$ cat config.mk
export PLATFORM = sky130hd
export DESIGN_NAME = io_input_cond
export DESIGN_NICKNAME = d
export VERILOG_FILES = /design/src/rtl/io_input_cond.sv
export SDC_FILE = /design/constraint.sdc
export NUM_CORES = 1
export LEC_CHECK = 0
export ABC_AREA = 1
export CORE_UTILIZATION = 37
export DETAILED_ROUTE_END_ITERATION = 16
export MAX_ROUTING_LAYER = met4
export PLACE_DENSITY = 0.63
export REMOVE_ABC_BUFFERS = 1
export SYNTH_ARGS = -nofsm -noshare
export SYNTH_HDL_FRONTEND = slang
export SYNTH_SLANG_ARGS = --single-unit
$ cat constraint.sdc
create_clock -name clk_i -period 1.87 [get_ports clk_i]
set_input_delay 0.561 -clock clk_i [delete_from_list [all_inputs] [get_ports clk_i]]
set_output_delay 0.561 -clock clk_i [all_outputs]
set_load 0.01 [all_outputs]
$ cat src/rtl/io_input_cond.sv
// ----------------------------------------------------------------------------
// io_input_cond
//
// Input-side conditioning for the memory-mapped I/O window. Raw board switches
// and push-buttons are synchronised into clk_i, buttons are debounced and
// press events are recorded in sticky flags that the CPU clears with
// write-1-to-clear pulses. One instance per core, between pins and core top.
//
// Build option:
//   IO_SW_DEBOUNCE_EN  when defined, switches also pass through a debouncer
//                      (one counter per switch). Switches never raise events.
//                      When undefined, switches are only synchronised.
//
// Ports:
//   clk_i      in   core clock
//   rst_ni     in   asynchronous reset, active-low
//   sw_raw_i   in   [SW_W]  raw switch pins (asynchronous)
//   btn_raw_i  in   [BTN_W] raw button pins (asynchronous)
//   evt_clr_i  in   [BTN_W] write-1-to-clear pulse per event flag
//   io_sw_o    out  [32]    conditioned switches, zero-extended
//   io_btn_o   out  [BTN_W] debounced button level, 1 = pressed
//   btn_evt_o  out  [BTN_W] sticky press-event flags
//
// Debounce FSM (one per conditioned input):
//   state    | meaning
//   ---------+-----------------------------------------------------------
//   DB_LOW   | accepted level is 0; counter tracks how long the input is 1
//   DB_HIGH  | accepted level is 1; counter tracks how long the input is 0
// ----------------------------------------------------------------------------
module io_input_cond #(
    parameter int unsigned SW_W           = 10,
    parameter int unsigned BTN_W          = 4,
    parameter int unsigned SYNC_STAGES    = 2,
    parameter int unsigned DB_CYCLES      = 500000,
    parameter bit          BTN_ACTIVE_LOW = 1'b1
) (
    input  logic             clk_i,
    input  logic             rst_ni,
    input  logic [SW_W-1:0]  sw_raw_i,
    input  logic [BTN_W-1:0] btn_raw_i,
    input  logic [BTN_W-1:0] evt_clr_i,
    output logic [31:0]      io_sw_o,
    output logic [BTN_W-1:0] io_btn_o,
    output logic [BTN_W-1:0] btn_evt_o
);

    localparam int unsigned      CNT_W    = $clog2(DB_CYCLES + 1);
    localparam logic [CNT_W-1:0] CNT_LAST = CNT_W'(DB_CYCLES - 1);
    // Idle (released) pin level; also used to invert active-low buttons.
    localparam logic [BTN_W-1:0] BTN_IDLE = BTN_ACTIVE_LOW ? '1 : '0;

    typedef enum logic {
        DB_LOW  = 1'b0,
        DB_HIGH = 1'b1
    } db_state_e;

    // ------------------------------------------------------------------------
    // Synchronisers. Button flops reset to the idle pin level so that leaving
    // reset never looks like a press.
    // ------------------------------------------------------------------------
    logic [SYNC_STAGES-1:0][BTN_W-1:0] btn_sync_q;
    logic [SYNC_STAGES-1:0][SW_W-1:0]  sw_sync_q;
    logic [BTN_W-1:0]                  btn_synced;
    logic [SW_W-1:0]                   sw_synced;

    always_ff @(posedge clk_i or negedge rst_ni) begin
        if (!rst_ni) begin
            btn_sync_q <= {SYNC_STAGES{BTN_IDLE}};
            sw_sync_q  <= '0;
        end else begin
            btn_sync_q[0] <= btn_raw_i;
            sw_sync_q[0]  <= sw_raw_i;
            for (int i = 1; i < SYNC_STAGES; i++) begin
                btn_sync_q[i] <= btn_sync_q[i-1];
                sw_sync_q[i]  <= sw_sync_q[i-1];
            end
        end
    end

    // XOR with the idle level turns the pin value into 1 = pressed.
    assign btn_synced = btn_sync_q[SYNC_STAGES-1] ^ BTN_IDLE;
    assign sw_synced  = sw_sync_q[SYNC_STAGES-1];

    // ------------------------------------------------------------------------
    // Button debouncers. A new level is accepted on the DB_CYCLES-th
    // consecutive cycle it differs from the accepted one; any agreeing cycle
    // restarts the count, so the counter never wraps.
    // ------------------------------------------------------------------------
    logic [BTN_W-1:0] btn_press;

    for (genvar gi = 0; gi < BTN_W; gi++) begin : g_btn_db
        db_state_e        state_q;
        logic [CNT_W-1:0] cnt_q;
        logic             level;

        assign level = (state_q == DB_HIGH);

        always_ff @(posedge clk_i or negedge rst_ni) begin
            if (!rst_ni) begin
                state_q <= DB_LOW;
                cnt_q   <= '0;
            end else if (btn_synced[gi] == level) begin
                cnt_q <= '0;
            end else if (cnt_q == CNT_LAST) begin
                state_q <= db_state_e'(btn_synced[gi]);
                cnt_q   <= '0;
            end else begin
                cnt_q <= cnt_q + 1'b1;
            end
        end

        // Asserted exactly in the cycle whose edge moves DB_LOW -> DB_HIGH.
        assign btn_press[gi] = (state_q == DB_LOW) && btn_synced[gi] && (cnt_q == CNT_LAST);
        assign io_btn_o[gi]  = level;
    end

    // ------------------------------------------------------------------------
    // Sticky press events: clear first, then set, so a press arriving with a
    // clear pulse on the same bit leaves the flag set.
    // ------------------------------------------------------------------------
    logic [BTN_W-1:0] evt_q;

    always_ff @(posedge clk_i or negedge rst_ni) begin
        if (!rst_ni) begin
            evt_q <= '0;
        end else begin
            evt_q <= (evt_q & ~evt_clr_i) | btn_press;
        end
    end

    assign btn_evt_o = evt_q;

    // ------------------------------------------------------------------------
    // Switches
    // ------------------------------------------------------------------------
    logic [SW_W-1:0] sw_level;

`ifdef IO_SW_DEBOUNCE_EN
    for (genvar gs = 0; gs < SW_W; gs++) begin : g_sw_db
        db_state_e        state_q;
        logic [CNT_W-1:0] cnt_q;
        logic             level;

        assign level = (state_q == DB_HIGH);

        always_ff @(posedge clk_i or negedge rst_ni) begin
            if (!rst_ni) begin
                state_q <= DB_LOW;
                cnt_q   <= '0;
            end else if (sw_synced[gs] == level) begin
                cnt_q <= '0;
            end else if (cnt_q == CNT_LAST) begin
                state_q <= db_state_e'(sw_synced[gs]);
                cnt_q   <= '0;
            end else begin
                cnt_q <= cnt_q + 1'b1;
            end
        end

        assign sw_level[gs] = level;
    end
`else
    assign sw_level = sw_synced;
`endif

    assign io_sw_o = 32'(sw_level);

endmodule

# Word-level counts from Yosys, hierarchy flattened
# Cells that the tools add are included.
totals:
  regBits: 112
classes:
  n_addsub: 4
  n_eq_ne: 8
  n_mux: 8
  n_bitwise: 12
  reduce_logical: 12
op_table:
  columns: ["cell", "n"]
  rows:
  - ["two-way mux 19 bit", 8]
  - ["adder 19 x 1 -> 19 bit (second input constant)", 4]
  - ["equality test 19 bit (second input constant)", 4]
  - ["logical AND 1 bit", 8]
  - ["inverter 1 bit", 8]
  - ["inverter 4 bit", 2]
  - ["AND reduction 2 bit", 4]
  - ["AND 4 bit", 1]
  - ["equality test 1 bit", 4]
  - ["OR 4 bit", 1]

# Logic depth before layout (Yosys ltp)
# Gate-level depths: netlist (run 1).
logic_depth:
  ltp_word: 4
  depth_mapped: 9
  ltp_nobuf: 9

# Least setup slack after synthesis (run 1)
# Ideal clock, no wire load.
synth_path:
  path_kind: "reg-to-reg"
  from: "register btn_sync_q[6] in the netlist's numbering"
  to: "register g_btn_db[2].cnt_q[0]"
  setup_ns: 0.120
  arrival_ns: 1.414
  path_slack_ns: 0.336
  path_stages_with_launch: 7
  n_path_buf: 1
  synth_period_minus_slack_ns: 1.534
  cell_sequence: "dfstp_2 inv_1 ha_1 clkbuf_1 inv_1 nand2_1 nor2_1"
synth_via:
  elab_chain_len: 3
synth_rtl:
  columns: ["element", "line", "rtl"]
  rows:
  - ["start: declaration", "61", "logic [SYNC_STAGES-1:0][BTN_W-1:0] btn_sync_q;"]
  - ["start signal: assignment", "68", "btn_sync_q <= {SYNC_STAGES{BTN_IDLE}};"]
  - ["start signal: indexed assignment", "74", "btn_sync_q[i] <= btn_sync_q[i-1];"]
  - ["inverter 4 bit (no source line)", null, null]
  - ["named net btn_synced[2]", "63", "logic [BTN_W-1:0] btn_synced;"]
  - ["equality test 1 bit", "102", "end else if (btn_synced[gi] == level) begin"]
  - ["two-way mux 19 bit", "102", null]
  - ["end signal: assignment", "108", "cnt_q <= cnt_q + 1'b1;"]
  - ["end: declaration", "93", "logic [CNT_W-1:0] cnt_q;"]
# The timed path passes the listed nets, and every way through them passes these cells.
# A chain may end at the register's enable or synchronous reset.

# Worst setup path after layout (run 1)
layout_path:
  from: "register sw_sync_q, in the netlist sw_level[7]"
  to: "output io_sw_o[7]"
layout_lines:
  columns: ["element", "line", "rtl"]
  rows:
  - ["start: declaration", "62", "logic [SYNC_STAGES-1:0][SW_W-1:0] sw_sync_q;"]
  - ["start signal: indexed assignment", "75", "sw_sync_q[i] <= sw_sync_q[i-1];"]
  - ["end: declaration", "42", "output logic [31:0] io_sw_o,"]
# No word-level cell between the ends.

==> summary.txt, run 1 <==
Floorplan
  • IO Pins: 60
  • Initial Util: between 30% and 40%
  • Full die area: roughly 16000 um2
  • Die H: 126 um
  • Core area: 15100 um2
  • Row Count: 45
  • Die X: approximately 130 um

Power and ir drop
  • Clk network pwr share: between 40% and 50%
  • Power Density: between 700 and 800 nW/um2
  • Net Sw Frac: 22.9%
  • Leakage power: 2.76 nW
  • Worst vdd ir: around 0.46 mV
  • Internal: 3.62 mW
  • Comb power frac: 5.2%
  • Sequential Power Share: between 50 and 60%
  • Net switching power: between 1 and 1.5 mW

Critical path
  • Setup CP Type: reg -> out
  • CP cell instances: clkdlybuf4s50_1
  • Worst R2R Path Depth: 5
  • Worst Path Buf+Inv: 1
  • Worst Setup End Kind: output pin
  • CP Launch Type: flop
  • CP delay by family, top: buffers and inverters
  • Critical Path Fanout Max: 1
  • Worst EP required: 1.31 ns
  • Slowest-stage cell, CP: clkdlybuf4s50_1
  • Levels on crit path: 1
  • Crit path DAT: ~1.3 ns
  • Delay of the slowest critical-path stage: around 0.55 ns

Route
  • DRC: 0
  • Drt pass-1 iters: 5
  • Via count: 4283
  • Iter 0 DRT Violations: slightly above 300
  • ANT nets after route: 0
  • Post-Route WL: approximately 11 mm
  • Avg WL per Cell: between 10 and 15 um
  • Avg Vias per Cell: 4.57

Synth
  • Largest area contributor in the netlist: dfrtp_1
  • Most frequent cells after synthesis: nor2_1, nand2_1, dfrtp_1, inv_1, nand3_1
  • Synth cell types: 30
  • Top_reg_cell synth: dfrtp_1
  • Synth Instances: 706
  • Most numerous cell in the Yosys netlist: nor2_1
  • Ranking of synthesized cells by area: dfrtp_1, nor2_1, nand2_1
  • EDFF count, synth: 0
  • Flops & latches, synth: 112
  • Post-synthesis sequential area ratio: 49.2%
  • Synth top area share: a little under half
  • Mapped Area: 5720 um2
  • Avg Cell Area, Syn: a little over 8 um2
  • Yosys warns: 0
  • Post-synth ARST share: between 90% and 100%

Placed design
  • Routability congestion estimate: around 0.89
  • Placed inst area: approximately 6200 um2
  • Post-DP HPWL: 8.19 mm
  • Dpl ws: 0.366 ns
  • Dpl cells: between 900 and 1000
  • PortBufs: 37

Global route
  • Grt ovf: 0
  • Pin count of the biggest net entering global routing: 35
  • Vias in the first global route: roughly 4100
  • Initial antenna violation count: 0
  • First-pass GRT wire length: just under 20 mm
  • Total GRT Usage: about 16%

Clock network
  • Max H-tree Level: 3
  • Clock slew at reported path FFs: around 0.070 ns
  • Clk Latency, worst-skew pair: about 0.36 ns
  • CTS tree: done
  • CTS sink count: 112
  • Number of gates resized after cts: 0
  • CTS root buf: clkbuf_16
  • Clock buffer depth: 2
  • Hold Buf Count CTS: 0
  • Number of setup buffers added after CTS: 0
  • Num CTS Buffers: 9

Final layout
  • Layout Nets: approximately 770
  • Area delta synth->final: 13.8%
  • ANT cells: 0
  • Finished Layout Cells: between 900 and 1000
  • Share of layout cells above drive strength 1: about a tenth
  • Finished Cell Area: around 6500 um2
  • Filler Cells Inserted: 1496

STA
  • Period utilization: between 90% and 100%
  • Setup TNS: 0 ns
  • Max Transition Viols Final: 0
  • FMAX: approximately 550 MHz
  • Final hold vios: 0
  • Setup slack after layout: 0.0540 ns
  • Min cycle time layout: 1.82 ns
  • RSZ-0062 raised after global routing: false
  • Hold Slack: between 0.1 and 0.15 ns
  • Worst Skew: 0.00893 ns
  • Final setup viols: 0

Status
  • Outcome: completed

Flow run
  • # Max-Cap Violations: 0

Hold path
  • Worst hold path class: in -> async
cells in the final DEF, fill, tap and decap left out, types with 10 or more instances in the layout:
cell             synthesis  routed
a21oi_1                 18      18
clkdlybuf4s50_1          0      34
conb_1                   1      22
dfrtp_1                104     104
inv_1                   81      81
nand2_1                122     122
nand2_2                 10      10
nand3_1                 56      56
nand4_1                 13      13
nor2_1                 151     151
nor2_2                  17      17
xor2_1                  23      23
cell type report:
class | instances | area, um2 | share of cell area (%)
flip-flops and latches | 112 | 2810 | 43.2
multi-input cells | 487 | 2370 | 36.4
well taps | 188 | 235 | 3.61
clock buffers | 10 | 229 | 3.52
repair buffers | 46 | 465 | 7.15
clock inverters | 6 | 68.8 | 1.06
inverters | 88 | 330 | 5.07
kinds of logic (layout without fill, tap and decap cells):
kind of cell | count (synthesis) | count (layout) | synth area share (%)
buf+inv | 128 | 150 | 10.8
other cells | 1 | 22 | 0.0656
flops | 112 | 112 | 49.2
fa+ha+maj | 8 | 8 | 1.75
xor+xnor | 29 | 29 | 4.44
simple gates | 389 | 389 | 30.0
compound gates | 39 | 39 | 3.74
flip-flops by register name, indices dropped and copies added (netlist names):
signal	cells
btn_sync_q	8
g_btn_db.cnt_q	76
btn_evt_o	4
sw_level	10
g_btn_db.level	4
sw_sync_q	10
per-layer routing:
layer  share of wire, %  track usage, %  routed length (um)  vias to the layer above
li1                   -               -                   -                     2216
met1                 49            20.9                5380                     1972
met2                 45            24.2                4970                       81
met3                3.9            3.54                 423                       14
met4                1.6            5.32                 177                        0
met5                  0               -                   0                        -
power by group through the flow:
stage               clock network, mW  registers, mW  logic (mW)
global route                     2.12           2.51       0.282
finish                           1.95           2.50       0.245
CTS                              2.03           2.50       0.253
detailed placement                  0           2.55       0.252
floorplan                           0           2.55      0.0909
global placement                    0           2.55       0.250
stage by stage:
stage                     power [mW]  util (%)
after floorplan                 2.64         -
after global placement          2.80      41.0
after detailed placement        2.80      41.0
after CTS                       4.78      42.9
after global routing            4.91      43.0
final                           4.70      43.0
worst paths after layout:
path                          startpoint               endpoint  slack (ns)
min in group clk_i          sw_sync_q[7]            sw_level[7]        0.35
setup / recovery             sw_level[7]             io_sw_o[7]        0.05
hold / removal                    rst_ni   g_btn_db[0].cnt_q[7]        0.11
max in group asynchronous         rst_ni          btn_sync_q[0]        1.17
setup reg to reg           btn_sync_q[4]  g_btn_db[0].cnt_q[17]        0.36
hold reg to reg             sw_sync_q[7]            sw_level[7]        0.35
Power figures use the tool's default switching activity.
==> run 2: changes to the inputs <==
--- a/config.mk
+++ b/config.mk
@@ -6,11 +6,15 @@
 export NUM_CORES = 1
 export LEC_CHECK = 0
 export ABC_AREA = 1
+export CELL_PAD_IN_SITES_DETAIL_PLACEMENT = 1
+export CELL_PAD_IN_SITES_GLOBAL_PLACEMENT = 1
 export CORE_UTILIZATION = 37
+export CTS_CLUSTER_DIAMETER = 80
 export DETAILED_ROUTE_END_ITERATION = 16
 export MAX_ROUTING_LAYER = met4
-export PLACE_DENSITY = 0.63
+export PLACE_DENSITY = 0.78
 export REMOVE_ABC_BUFFERS = 1
+export SKIP_CTS_REPAIR_TIMING = 1
 export SYNTH_ARGS = -nofsm -noshare
 export SYNTH_HDL_FRONTEND = slang
 export SYNTH_SLANG_ARGS = --single-unit
==> summary.txt, run 2 (synthesis results as in run 1) <==
Critical path
  • Delay of the slowest critical-path stage: 0.55 ns (about the same)
  • Worst EP required: 1.31 ns (about the same)
  • Slowest-stage cell, CP: clkdlybuf4s50_1 (unchanged)
  • Critical Path Fanout Max: 2 (was 1)
  • CP Launch Type: flop (unchanged)
  • Crit path DAT: 1.26 ns (about the same)
  • CP cell instances: clkdlybuf4s50_1 (unchanged)
  • Worst Path Buf+Inv: 1 (unchanged)
  • Worst Setup End Kind: output pin (unchanged)
  • CP delay by family, top: buffers and inverters (unchanged)
  • Setup CP Type: reg -> out (unchanged)

Final layout
  • Area of the multi-input gates: 2370 um2 (unchanged)
  • Sequential cell area: 2810 um2 (unchanged)
  • Area delta synth->final: 14.0% (was 13.8%)
  • Share of layout cells above drive strength 1: 10.1% (unchanged)
  • Largest Register: g_btn_db.cnt_q (unchanged)
  • ANT cells: 0 (unchanged)
  • Max reg flops: 76 (unchanged)
  • Finished Cell Area: 6520 um2 (was 6510 um2)
  • Layout Nets: 772 (unchanged)
  • Most frequent cells in the layout: nor2_1, nand2_1, dfrtp_1 (unchanged)
  • Finished Layout Cells: 937 (unchanged)
  • Filler Cells Inserted: 1816 (was 1496)
  • Commonest non-fill, non-tap cell in the layout: nor2_1 (unchanged)

Flow run
  • # Max-Cap Violations: 0 (unchanged)

STA
  • Final hold vios: 0 (unchanged)
  • Min cycle time layout: 1.82 ns (about the same)
  • Worst Skew: 0.00450 ns (was 0.00893 ns)
  • RSZ-0062 raised after global routing: false (unchanged)
  • FMAX: 549 MHz (was 551 MHz)
  • Period utilization: 97.5% (was 97.1%)
  • Final setup viols: 0 (unchanged)
  • Setup TNS: 0 ns (unchanged)
  • Max Transition Viols Final: 0 (unchanged)

Global route
  • Grt ovf: 0 (unchanged)
  • Vias in the first global route: 4873 (was 4113)
  • First-pass GRT wire length: 23.5 mm (was 19.5 mm)
  • Initial antenna violation count: 0 (unchanged)
  • Total GRT Usage: 19.1% (was 15.9%)
  • Pin count of the biggest net entering global routing: 42 (was 35)

Hold path
  • Worst hold path class: in -> async (unchanged)

Power and ir drop
  • Leakage power: 2.79 nW (was 2.76 nW)
  • Worst vdd ir: 0.525 mV (was 0.455 mV)
  • Comb power frac: 5.4% (was 5.2%)
  • Sequential Power Share: 52.6% (was 53.2%)
  • Net switching power: 1.10 mW (was 1.08 mW)
  • Net Sw Frac: 23.0% (was 22.9%)
  • Power Density: 730 nW/um2 (was 722 nW/um2)
  • Clk network pwr share: 42.0% (was 41.5%)
  • Internal: 3.67 mW (was 3.62 mW)

Route
  • Drt pass-1 iters: 4 (was 5)
  • ANT nets after route: 0 (unchanged)
  • Avg WL per Cell: 14.6 um (was 11.7 um)
  • Post-Route WL: 13.7 mm (was 11.0 mm)
  • Avg Vias per Cell: 4.85 (was 4.57)
  • DRC: 0 (unchanged)
  • Via count: 4545 (was 4283)
  • Iter 0 DRT Violations: 188 (was 305)

Clock network
  • Clock buffer depth: 2 (unchanged)
  • CTS root buf: clkbuf_16 (unchanged)
  • Num CTS Buffers: 9 (unchanged)
  • Clk Latency, worst-skew pair: 0.35 ns (was 0.36 ns)
  • Clock slew at reported path FFs: 0.08 ns (was 0.07 ns)
  • Max H-tree Level: 3 (unchanged)
  • CTS sink count: 112 (unchanged)
  • CTS tree: done (unchanged)

Placed design
  • Placed inst area: 6210 um2 (unchanged)
  • PortBufs: 37 (unchanged)
  • Dpl cells: 921 (unchanged)
  • Routability congestion estimate: 0.878 (was 0.891)
  • Post-DP HPWL: 10.3 mm (was 8.19 mm)

Floorplan
  • Full die area: 16000 um2 (unchanged)
  • Core area: 15100 um2 (unchanged)
  • IO Pins: 60 (unchanged)
  • Die X: 126 um (unchanged)
  • Die H: 126 um (unchanged)
  • Row Count: 45 (unchanged)
  • Initial Util: 37.8% (unchanged)

Status
  • Outcome: completed (unchanged)
run 2: path summary, 6_finish.rpt:
check / start / to / slack (ns) / depth (start not counted)
hold / removal: rst_ni / g_btn_db[0].cnt_q[12] / 0.16 / 1
setup reg to reg: g_btn_db[2].cnt_q[0] / g_btn_db[2].cnt_q[16] / 0.26 / 8
max in group asynchronous: rst_ni / btn_sync_q[2] / 1.06 / 2
setup / recovery: g_btn_db[3].level / io_btn_o[3] / 0.05 / 1
hold reg to reg: sw_sync_q[8] / sw_level[8] / 0.35 / 0
min in group clk_i: sw_sync_q[8] / sw_level[8] / 0.35 / 0
run 2: cell type report:
type	count	share of cell area (%)
Tap cell	188	3.61
Multi-Input combinational cell	487	36.3
Timing Repair Buffer	46	7.17
Clock inverter	5	0.998
Inverter	88	5.06
Clock buffer	11	3.72
Sequential cell	112	43.1
run 2: power groups by stage:
stage / sequential (mW) / combinational, mW / clock (mW)
floorplan: 2.55 / 0.0909 / 0
global placement: 2.55 / 0.249 / 0
detailed placement: 2.55 / 0.261 / 0
CTS: 2.51 / 0.263 / 2.06
global route: 2.51 / 0.290 / 2.15
finish: 2.51 / 0.257 / 2.00
run 2: metal layers:
layer	global-route usage, %	routed length, um
met1	23.3	6310
met2	32.5	6850
met3	3.46	318
met4	5.67	206
met5	-	0
run 2: stage by stage:
| step | worst slack, ns | hold WS (ns) | power [mW] | util (%) |
|---|---|---|---|---|
| final | 0.0472 | 0.163 | 4.76 | 43.1 |
| after global routing | 0.00171 | 0.188 | 4.95 | 43.1 |
| after CTS | 0.00834 | 0.176 | 4.83 | 43.0 |
| after detailed placement | 0.337 | 0.336 | 2.81 | 41.0 |
| after global placement | 0.386 | 0.332 | 2.80 | 41.0 |
| after floorplan | 0.411 | 0.265 | 2.64 | - |
==> run 3: changes to the inputs <==
--- a/config.mk
+++ b/config.mk
@@ -14,7 +14,6 @@
 export MAX_ROUTING_LAYER = met4
 export PLACE_DENSITY = 0.78
 export REMOVE_ABC_BUFFERS = 1
-export SKIP_CTS_REPAIR_TIMING = 1
 export SYNTH_ARGS = -nofsm -noshare
 export SYNTH_HDL_FRONTEND = slang
 export SYNTH_SLANG_ARGS = --single-unit
==> results of run 3 <==
No change in the layout: final DEF, timing and power equal those of run 2.
